### src/rtl/pito_irq_ctrl.sv
// rtl/pito_irq_ctrl.sv - per-hart interrupt collector and trap-request generator for PITO
// Optional machine timer (mtime/mtimecmp/MTIP) is built only when PITO_IRQ_TIMER_EN is defined.
module pito_irq_ctrl #(
  parameter int NUM_HARTS      = 8,
  parameter int HART_CNT_WIDTH = $clog2(NUM_HARTS),
  parameter int XPR_LEN        = 32
) (
  input  logic                      clk,
  input  logic                      rst_n,
  input  logic [HART_CNT_WIDTH-1:0] hart_id_i,
  input  logic [XPR_LEN-1:0]        mie_i,
  input  logic                      mstatus_mie_i,
  input  logic [NUM_HARTS-1:0]      mvu_irq_i,
  input  logic [NUM_HARTS-1:0]      ext_irq_i,
  input  logic [NUM_HARTS-1:0]      sw_irq_set_i,
  input  logic [NUM_HARTS-1:0]      sw_irq_clr_i,
  input  logic                      mtimecmp_we_i,
  input  logic [HART_CNT_WIDTH-1:0] mtimecmp_hart_i,
  input  logic                      mtimecmp_hi_i,
  input  logic [31:0]               mtimecmp_wdata_i,
  output logic [63:0]               mtime_o,
  output logic [XPR_LEN-1:0]        mip_o,
  output logic                      irq_valid_o,
  output logic [XPR_LEN-1:0]        irq_cause_o,
  output logic [HART_CNT_WIDTH-1:0] irq_hart_o,
  input  logic                      irq_ack_i
);

  localparam logic [XPR_LEN-1:0] CAUSE_MEI = XPR_LEN'(32'h8000_000B);
  localparam logic [XPR_LEN-1:0] CAUSE_MSI = XPR_LEN'(32'h8000_0003);
  localparam logic [XPR_LEN-1:0] CAUSE_MTI = XPR_LEN'(32'h8000_0007);
  localparam logic [XPR_LEN-1:0] CAUSE_MVI = XPR_LEN'(32'h8000_0010);

  logic [NUM_HARTS-1:0] msip_q;
  logic [NUM_HARTS-1:0] mvu_pend_q;
  logic [NUM_HARTS-1:0] mtip;
  logic [NUM_HARTS-1:0] mvu_clr;
  logic                 mvu_ack;
  logic [XPR_LEN-1:0]   enabled;
  logic                 req_valid;
  logic [XPR_LEN-1:0]   req_cause;
  logic                 unused_enabled;

  always_ff @(posedge clk or negedge rst_n) begin
    if (!rst_n) begin
      msip_q <= '0;
    end else begin
      msip_q <= (msip_q & ~sw_irq_clr_i) | sw_irq_set_i;
    end
  end

  // Only an accepted MVU request retires the pending flag; a same-cycle pulse re-arms it.
  assign mvu_ack = irq_ack_i && irq_valid_o && (irq_cause_o == CAUSE_MVI);

  always_comb begin
    mvu_clr = '0;
    if (mvu_ack) begin
      mvu_clr[irq_hart_o] = 1'b1;
    end
  end

  always_ff @(posedge clk or negedge rst_n) begin
    if (!rst_n) begin
      mvu_pend_q <= '0;
    end else begin
      mvu_pend_q <= (mvu_pend_q & ~mvu_clr) | mvu_irq_i;
    end
  end

`ifdef PITO_IRQ_TIMER_EN
  logic [63:0] mtime_q;
  logic [63:0] mtimecmp_q [NUM_HARTS];

  always_ff @(posedge clk or negedge rst_n) begin
    if (!rst_n) begin
      mtime_q <= '0;
      for (int h = 0; h < NUM_HARTS; h++) begin
        mtimecmp_q[h] <= '1;
      end
    end else begin
      mtime_q <= mtime_q + 64'd1;
      if (mtimecmp_we_i) begin
        if (mtimecmp_hi_i) begin
          mtimecmp_q[mtimecmp_hart_i][63:32] <= mtimecmp_wdata_i;
        end else begin
          mtimecmp_q[mtimecmp_hart_i][31:0] <= mtimecmp_wdata_i;
        end
      end
    end
  end

  always_comb begin
    mtip = '0;
    for (int h = 0; h < NUM_HARTS; h++) begin
      mtip[h] = (mtime_q >= mtimecmp_q[h]);
    end
  end

  assign mtime_o = mtime_q;
`else
  logic unused_timer;

  assign unused_timer = ^{mtimecmp_we_i, mtimecmp_hart_i, mtimecmp_hi_i, mtimecmp_wdata_i};
  assign mtip         = '0;
  assign mtime_o      = '0;
`endif

  always_comb begin
    mip_o     = '0;
    mip_o[3]  = msip_q[hart_id_i];
    mip_o[7]  = mtip[hart_id_i];
    mip_o[11] = ext_irq_i[hart_id_i];
    mip_o[16] = mvu_pend_q[hart_id_i];
  end

  assign enabled        = mip_o & mie_i & {XPR_LEN{mstatus_mie_i}};
  assign unused_enabled = ^{enabled[XPR_LEN-1:17], enabled[15:12], enabled[10:8],
                            enabled[6:4], enabled[2:0]};

  always_comb begin
    req_valid = 1'b1;
    req_cause = '0;
    if (enabled[11]) begin
      req_cause = CAUSE_MEI;
    end else if (enabled[3]) begin
      req_cause = CAUSE_MSI;
    end else if (enabled[7]) begin
      req_cause = CAUSE_MTI;
    end else if (enabled[16]) begin
      req_cause = CAUSE_MVI;
    end else begin
      req_valid = 1'b0;
    end
  end

  // Re-evaluated every cycle: the barrel moves on, so a request is never held.
  always_ff @(posedge clk or negedge rst_n) begin
    if (!rst_n) begin
      irq_valid_o <= 1'b0;
      irq_cause_o <= '0;
      irq_hart_o  <= '0;
    end else begin
      irq_valid_o <= req_valid;
      irq_cause_o <= req_cause;
      irq_hart_o  <= hart_id_i;
    end
  end

endmodule

### config.mk
export PLATFORM = sky130hd
export DESIGN_NAME = pito_irq_ctrl
export DESIGN_NICKNAME = d
export VERILOG_FILES = /design/src/rtl/pito_irq_ctrl.sv
export SDC_FILE = /design/constraint.sdc
export NUM_CORES = 1
export LEC_CHECK = 0
export CORE_AREA = 2 2 92 94
export CTS_BUF_LIST = sky130_fd_sc_hd__clkbuf_2 sky130_fd_sc_hd__clkbuf_4 sky130_fd_sc_hd__clkbuf_8
export CTS_CLUSTER_SIZE = 20
export DETAILED_ROUTE_END_ITERATION = 16
export DIE_AREA = 0 0 94 96
export GPL_TIMING_DRIVEN = 0
export PLACE_DENSITY = 0.84
export RECOVER_POWER = 100
export SYNTH_ARGS = -nofsm -noshare
export SYNTH_HDL_FRONTEND = slang
export SYNTH_SLANG_ARGS = --single-unit
### constraint.sdc
create_clock -name clk -period 3.3 [get_ports clk]
set_input_delay 0.99 -clock clk [delete_from_list [all_inputs] [get_ports clk]]
set_output_delay 0.99 -clock clk [all_outputs]
set_load 0.03 [all_outputs]
==> impl_metrics.sql, run 1 <==
INSERT INTO impl_metrics (metric_group, metric, value, unit) VALUES
('sta', 'finalCriticalPeriod', '3265', 'ps'),
('sta', 'fin_skew', '5.138', 'ps'),
('yosys', 'synth_sequential_area_ratio', '28.80', '%'),
('grt', 'grt_antenna_before_repair', '0', ''),
('clocking', 'cts-root-buf', 'sky130_fd_sc_hd__clkbuf_8', ''),
('critical_path', 'cp-end-kind', 'output port', ''),
('outcome', 'run_status', 'finished, final reports clean', ''),
('critical_path', 'path_delay_family', 'multiplexers', ''),
('sta', 'clock.fmax', '306.3', 'MHz'),
('critical_path', 'cp_data_required_time', '2310', 'ps'),
('floorplanning', 'chipHeight', '96', 'µm'),
('sta', 'finalCritPeriodShare', '98.93', '%'),
('power', 'powerDensity', '294.5', 'mW/mm²'),
('floorplanning', 'die_width', '94', 'µm'),
('layout', 'ratio_of_cells_with_drive_above_1_in_the_final_layout', '36.79', '%'),
('sta', 'grt_setup_unrepaired', 'false', ''),
('critical_path', 'critical_path.slowest_cell', 'sky130_fd_sc_hd__mux4_2', ''),
('route', 'drt-initial-drc-count', '17', ''),
('route', 'route.vias.total', '1544', ''),
('floorplanning', 'starting_utilization_of_the_core_area', '24.82', '%'),
('grt', 'globalRoute.totalOverflow', '0', ''),
('placed_design', 'place.gp.congestion', '0.7458', ''),
('clocking', 'htreeDepth', '1', ''),
('yosys', 'syn_area', '0.001998', 'mm²'),
('route', 'remaining_drc_errors', '0', ''),
('yosys', 'synth.area.top_cells', 'sky130_fd_sc_hd__buf_4 46%, sky130_fd_sc_hd__dfrtp_1 29%, sky130_fd_sc_hd__a21o_1 5.3%', ''),
('route', 'routed_wire_length_per_instance', '8.271', 'µm'),
('grt', 'globalRouteMet3Util', '2.349', '%'),
('critical_path', 'path_cells', 'clkdlybuf4s15_2 > buf_8 > mux4_2 > mux2_4 > buf_6', ''),
('hold_path', 'hold_path_class', 'flip-flop to flip-flop', ''),
('grt', 'grt.total_usage', '8.015', '%'),
('grt', 'globalRouteMet2Util', '15.95', '%'),
('clocking', 'cts_tree', 'done', ''),
('yosys', 'post_synth_top_area_share', '45.84', '%'),
('layout', 'nets', '495', ''),
('critical_path', 'timing.setup.critical_path_class', 'input pin to output port', ''),
('grt', 'largest_net_degree_at_the_start_of_global_routing', '24', ''),
('power', 'ir_worst_vdd', '0.2557', 'mV'),
('sta', 'final-setup-viol-count', '0', ''),
('grt', 'number_of_global_route_vias_before_repair', '1258', ''),
('yosys', 'synth.distinct_cells', '28', ''),
('route', 'vias_per_cell', '3.145', ''),
('route', 'drt-pass1-iter-count', '4', ''),
('sta', 'timing_worst_slew_pin_value', '1045', 'ps'),
('yosys', 'synth_seq_cells', '23', ''),
('placed_design', 'port_buffers', '53', ''),
('yosys', 'syn_inst', '207', ''),
('critical_path', 'crit_buf_inv', '3', ''),
('clocking', 'clkTransAtPathRegs', '80', 'ps'),
('yosys', 'avgSynthCellArea', '9.653', 'µm²'),
('critical_path', 'worst-path-max-fanout', '7', ''),
('layout', 'area_delta_synth_final', '58.36', '%'),
('grt', 'grt_pass1_wl', '5747', 'µm'),
('floorplanning', 'placement_rows', '33', ''),
('clocking', 'cts.sinks', '23', ''),
('grt', 'busiest_layer', 'met2', ''),
('critical_path', 'critPathMaxStageDelay', '510', 'ps'),
('floorplanning', 'die-area', '0.009024', 'mm²'),
('floorplanning', 'design.core.area', '0.008051', 'mm²'),
('sta', 'hold_violation_total_from_the_final_report', '0', ''),
('layout', 'finish.instance_area', '0.003164', 'mm²'),
('power', 'cellLeakagePower', '1.777', 'nW'),
('yosys', 'yosys_warnings', '0', ''),
('sta', 'slew_headroom', '30.13', '%'),
('placed_design', 'placed_cell_area', '0.003107', 'mm²'),
('critical_path', 'cp.arrival', '2270', 'ps'),
('clocking', 'cts.path.max_buffers', '2', ''),
('layout', 'insertedDiodeCount', '0', ''),
('power', 'power.total', '0.9317', 'mW'),
('clocking', 'clkLatencyLatePin', '260', 'ps'),
('critical_path', 'cp_startpoint_kind', 'input pin', ''),
('critical_path', 'reg2reg_slack', '1630', 'ps'),
('route', 'routed_wl', '4061', 'µm'),
('flow_run', 'max-cap-violations', '0', ''),
('floorplanning', 'num_io_pins', '240', ''),
('grt', 'groute.layer.met1.usage', '7.767', '%'),
('placed_design', 'place.detailed.hpwl', '3655', 'µm'),
('route', 'final_antenna_net_count', '0', ''),
('sta', 'setup_tns', '0', 'ps'),
('yosys', 'yosysTopAreaCell', 'sky130_fd_sc_hd__buf_4', ''),
('clocking', 'cts_inserted_buffers', '3', ''),
('sta', 'slew_viol_final', '0', '');
==> layout make-up <==
cell class                 count  area (µm²)
tap                          105       131.4
clock buffer                   4       48.80
fill                         808        4887
sequential                    23       575.6
timing repair buffer          56       544.3
inverter                       8       30.03
multi-input combinational    172       903.4
buffer                       123       930.9
==> per-stage QoR <==
stage                     setup slack (ps)  utilization [%]  instances  hold WS (ps)
final                                35.34            39.30        491         479.5
after global routing                 6.705            39.30        491         514.4
after CTS                            12.36            39.27        489         482.9
after detailed placement            -862.1            38.59        484         464.4
after global placement              -829.7            38.59        484         449.9
after floorplan                      303.4                -        326         440.6
==> final timing paths <==
kind | start | endpoint | depth (start not counted)
worst min-delay path | msip_q[7] | msip_q[7] | 1
max in group asynchronous | rst_n | irq_hart_o[1] | 1
worst min register to register | msip_q[7] | msip_q[7] | 1
worst max-delay path | hart_id_i[0] | mip_o[3] | 5
min in group asynchronous | rst_n | msip_q[2] | 1
worst max register to register | irq_cause_o[3] | mvu_pend_q[4] | 4
==> cell usage in the layout (no fill, tap or decap), types with 2 or more instances in the layout <==
cell	Yosys	layout
sky130_fd_sc_hd__conb_1	1	120
sky130_fd_sc_hd__buf_6	1	2
sky130_fd_sc_hd__dlygate4sd3_1	0	19
sky130_fd_sc_hd__mux4_2	2	4
sky130_fd_sc_hd__nand2b_1	3	3
sky130_fd_sc_hd__buf_4	122	125
sky130_fd_sc_hd__nor2_1	2	2
sky130_fd_sc_hd__clkdlybuf4s50_1	0	28
sky130_fd_sc_hd__inv_1	8	8
sky130_fd_sc_hd__nand3_1	2	2
sky130_fd_sc_hd__nand3b_1	4	4
sky130_fd_sc_hd__mux2_4	1	2
sky130_fd_sc_hd__or3b_1	2	2
sky130_fd_sc_hd__clkbuf_8	0	3
sky130_fd_sc_hd__dfrtp_1	23	23
sky130_fd_sc_hd__nor3b_1	1	2
sky130_fd_sc_hd__nand3_2	2	2
sky130_fd_sc_hd__mux2i_1	4	4
sky130_fd_sc_hd__nand2_1	3	3
sky130_fd_sc_hd__a21o_1	14	14
==> power by group <==
group | total [mW] | internal [mW] | switching [mW]
Combinational | 0.442 | 0.180 | 0.263
Sequential | 0.305 | 0.295 | 0.0107
Clock | 0.184 | 0.0944 | 0.0896
Total | 0.932 | 0.569 | 0.363
==> Yosys cell counts <==
| library cell | n |
|---|---|
| sky130_fd_sc_hd__conb_1 | 1 |
| sky130_fd_sc_hd__o31ai_1 | 1 |
| sky130_fd_sc_hd__nand3_2 | 2 |
| sky130_fd_sc_hd__mux4_2 | 2 |
| sky130_fd_sc_hd__dfrtp_1 | 23 |
| sky130_fd_sc_hd__buf_6 | 1 |
| sky130_fd_sc_hd__nand4b_1 | 1 |
| sky130_fd_sc_hd__nand3b_1 | 4 |
| sky130_fd_sc_hd__nor3b_2 | 1 |
| sky130_fd_sc_hd__buf_4 | 122 |
| sky130_fd_sc_hd__nand3_1 | 2 |
| sky130_fd_sc_hd__a22oi_1 | 1 |
| sky130_fd_sc_hd__a21o_1 | 14 |
| sky130_fd_sc_hd__and3_1 | 1 |
| sky130_fd_sc_hd__mux4_1 | 2 |
| sky130_fd_sc_hd__or3_1 | 1 |
| sky130_fd_sc_hd__nor3b_1 | 1 |
| sky130_fd_sc_hd__nand2b_1 | 3 |
| sky130_fd_sc_hd__o21ai_0 | 1 |
| sky130_fd_sc_hd__nor2_1 | 2 |
| sky130_fd_sc_hd__mux2_4 | 1 |
| sky130_fd_sc_hd__or3b_1 | 2 |
| sky130_fd_sc_hd__nor2b_1 | 1 |
| sky130_fd_sc_hd__and4b_1 | 1 |
| sky130_fd_sc_hd__inv_1 | 8 |
| sky130_fd_sc_hd__nand2_1 | 3 |
| sky130_fd_sc_hd__mux2i_1 | 4 |
| sky130_fd_sc_hd__mux2_2 | 1 |
==> logic make-up after synthesis <==
logic type             Yosys count  share of synthesized area [%]
buffers and inverters          131                          47.90
and+or+nand+nor                 25                          8.642
DFF                             23                          28.80
AOI/OAI and AO/OA               17                          6.262
muxes                           10                          8.203
other                            1                         0.1877
==> registers in the layout (all words and copies together), names as in the netlist <==
register	flops
irq_valid_o	1
mvu_pend_q	8
irq_hart_o	3
irq_cause_o	3
msip_q	8
==> timing repair <==
item                                   in CTS  in global routing
setup buffers                               1                  2
gates resized for setup                    25                  6
hold buffers                                0                  0
setup endpoints to repair                   3                  3
endpoints found under the hold margin       0                  0
==> layer usage <==
| metal | routed length [µm] | vias to the layer above |
|---|---|---|
| li1 | - | 784 |
| met1 | 1243 | 644 |
| met2 | 2210 | 114 |
| met3 | 584 | 2 |
| met4 | 23 | 0 |
| met5 | 0 | - |
No activity file was read; power rests on OpenSTA's default activity.
==> inputs of run 2 (changes only) <==
clock period = 3.05 ns   (was 3.3 ns; I/O delays follow)
==> run 2 against run 1 <==
  * Combinational power increased by 7.9%
  * Final cell count decreased by 0.20%
  * Sequential share of layout area increased by 0.072 points
  * Routed wire length decreased by 1.1%
  * Global-route usage about the same
  * Clock skew about the same
  * Setup slack got worse by 3.1 ps
  * Total power increased by 7.9%
  * Hold slack about the same
  * Critical path depth unchanged
  * Utilization decreased by 0.16 points
  * Largest cell class unchanged
==> impl_metrics.sql, run 2 (synthesis results as in run 1) <==
INSERT INTO impl_metrics (metric_group, metric, value, unit) VALUES
('outcome', 'run_status', 'finished, final reports clean', ''),
('layout', 'nets', '494', ''),
('sta', 'fin_skew', '4.667', 'ps'),
('critical_path', 'worst-path-max-fanout', '6', ''),
('layout', 'ratio_of_cells_with_drive_above_1_in_the_final_layout', '37.14', '%'),
('route', 'route.vias.total', '1536', ''),
('route', 'routed_wl', '4015', 'µm'),
('clocking', 'htreeDepth', '1', ''),
('route', 'drt-pass1-iter-count', '4', ''),
('sta', 'timing_worst_slew_pin_value', '1047', 'ps'),
('floorplanning', 'design.core.area', '0.008051', 'mm²'),
('layout', 'number_of_cells_in_the_finished_layout_apart_from_fillers', '490', ''),
('sta', 'setup_tns', '0', 'ps'),
('grt', 'grt_antenna_before_repair', '0', ''),
('sta', 'grt_setup_unrepaired', 'false', ''),
('layout', 'most-common-layout-cells', '124 x sky130_fd_sc_hd__buf_4, 120 x sky130_fd_sc_hd__conb_1, 28 x sky130_fd_sc_hd__clkdlybuf4s50_1, 23 x sky130_fd_sc_hd__dfrtp_1, 19 x sky130_fd_sc_hd__dlygate4sd3_1', ''),
('grt', 'grt.total_usage', '8.032', '%'),
('route', 'final_antenna_net_count', '0', ''),
('sta', 'clock.fmax', '331.4', 'MHz'),
('clocking', 'cts_hold_buffers', '0', ''),
('floorplanning', 'num_io_pins', '240', ''),
('grt', 'largest_net_degree_at_the_start_of_global_routing', '24', ''),
('power', 'ir_worst_vdd', '0.2750', 'mV'),
('flow_run', 'max-cap-violations', '0', ''),
('route', 'drt-initial-drc-count', '13', ''),
('sta', 'slew_headroom', '29.95', '%'),
('placed_design', 'place.detailed.hpwl', '3655', 'µm'),
('clocking', 'cts.path.max_buffers', '2', ''),
('floorplanning', 'die_width', '94', 'µm'),
('route', 'routed_wire_length_per_instance', '8.194', 'µm'),
('critical_path', 'reg2reg_slack', '1380', 'ps'),
('clocking', 'cts_tree', 'done', ''),
('clocking', 'cts-root-buf', 'sky130_fd_sc_hd__clkbuf_8', ''),
('route', 'remaining_drc_errors', '0', ''),
('sta', 'final-setup-viol-count', '0', ''),
('floorplanning', 'die-area', '0.009024', 'mm²'),
('placed_design', 'place.gp.congestion', '0.7458', ''),
('sta', 'finalCritPeriodShare', '98.94', '%'),
('critical_path', 'cp_data_required_time', '2130', 'ps'),
('grt', 'number_of_global_route_vias_before_repair', '1259', ''),
('layout', 'area_delta_synth_final', '57.73', '%'),
('placed_design', 'port_buffers', '53', ''),
('route', 'vias_per_cell', '3.135', ''),
('floorplanning', 'chipHeight', '96', 'µm'),
('critical_path', 'timing.setup.critical_path_class', 'input pin to output port', ''),
('clocking', 'clkLatencyLatePin', '260', 'ps'),
('placed_design', 'placed_cells_incl_taps', '484', ''),
('critical_path', 'cp_startpoint_kind', 'input pin', ''),
('power', 'cellLeakagePower', '1.772', 'nW'),
('critical_path', 'cp.arrival', '2100', 'ps'),
('floorplanning', 'starting_utilization_of_the_core_area', '24.82', '%'),
('grt', 'grt_pass1_wl', '5761', 'µm'),
('sta', 'slew_viol_final', '0', ''),
('grt', 'globalRoute.totalOverflow', '0', ''),
('layout', 'final_util', '39.15', '%'),
('sta', 'hold_violation_total_from_the_final_report', '0', ''),
('layout', 'insertedDiodeCount', '0', ''),
('floorplanning', 'placement_rows', '33', ''),
('critical_path', 'cp-end-kind', 'output port', ''),
('layout', 'largestRegisters', 'msip_q (8), mvu_pend_q (8)', ''),
('sta', 'hold_ws', '479.5', 'ps'),
('clocking', 'cts_inserted_buffers', '3', ''),
('layout', 'leading_cell_type_in_the_layout_fill_and_taps_excluded', 'sky130_fd_sc_hd__buf_4', ''),
('clocking', 'clkTransAtPathRegs', '80', 'ps'),
('sta', 'finalCriticalPeriod', '3018', 'ps'),
('clocking', 'cts.sinks', '23', ''),
('hold_path', 'hold_path_class', 'flip-flop to flip-flop', ''),
('power', 'powerDensity', '319.1', 'mW/mm²');
run 2: cell count changes in the layout (fill, tap and decap cells not counted):
cell | before | now
sky130_fd_sc_hd__clkbuf_2 | 1 | 2
sky130_fd_sc_hd__clkdlybuf4s15_2 | 1 | 0
sky130_fd_sc_hd__a22oi_1 | 1 | 0
sky130_fd_sc_hd__buf_4 | 125 | 124
sky130_fd_sc_hd__buf_2 | 0 | 1
sky130_fd_sc_hd__a22oi_2 | 0 | 1
sky130_fd_sc_hd__dlygate4sd2_1 | 1 | 0
run 2: stage by stage:
stage | setup WS (ps) | power, mW | cell area, µm²
floorplan | 203.4 | 0.7130 | 2445
global placement | -929.7 | 0.8101 | 3107
detailed placement | -962.1 | 0.8147 | 3107
CTS | 1.067 | 1.011 | 3151
global route | 2.252 | 1.056 | 3152
finish | 32.21 | 1.006 | 3152
run 2: what timing repair did:
item	in CTS	in global routing
pin swaps	0	0
buffers inserted	1	1
setup endpoints to repair	3	3
resized for setup	29	5
run 2: worst paths after layout:
check | start | end | cells past startpoint
max | hart_id_i[0] | mip_o[16] | 5
min | msip_q[7] | msip_q[7] | 1
max reg2reg | irq_cause_o[3] | mvu_pend_q[4] | 4
min reg2reg | msip_q[7] | msip_q[7] | 1
max in group asynchronous | rst_n | irq_hart_o[1] | 1
min in group asynchronous | rst_n | msip_q[2] | 1
run 2: report_power, final:
part	switching [mW]	leakage (nW)	total, mW	internal [mW]
clock	0.0965	0.0262	0.199	0.102
sequential	0.0115	0.242	0.330	0.319
combinational	0.284	1.50	0.477	0.193
total	0.392	1.77	1.01	0.614
run 2: critical path: stages:
cell and delay, ps:
sky130_fd_sc_hd__buf_2 110, sky130_fd_sc_hd__buf_8 130, sky130_fd_sc_hd__mux4_2 500, sky130_fd_sc_hd__mux2_4 310, sky130_fd_sc_hd__buf_6 150
run 2: per-layer routing:
layer,vias to the layer above,share of wire (%),track usage (%)
li1,782,-,-
met3,2,14,2.349
met4,0,0.57,2.899
met1,641,31,7.815
met5,-,0,0
met2,111,54,15.95
run 2: cell type report:
class / instances / area [µm²]
well taps: 105 / 131.4
inverters: 8 / 30.03
plain buffers: 123 / 930.9
fillers: 804 / 4900
repair buffers: 55 / 526.8
multi-input cells: 172 / 908.4
clock buffers: 4 / 48.80
flip-flops and latches: 23 / 575.6
==> inputs of run 3 (changes only) <==
CTS_CLUSTER_DIAMETER = 150   (was default)
==> results of run 3 <==
The final DEF is identical to that of run 2; final timing and power are the same.
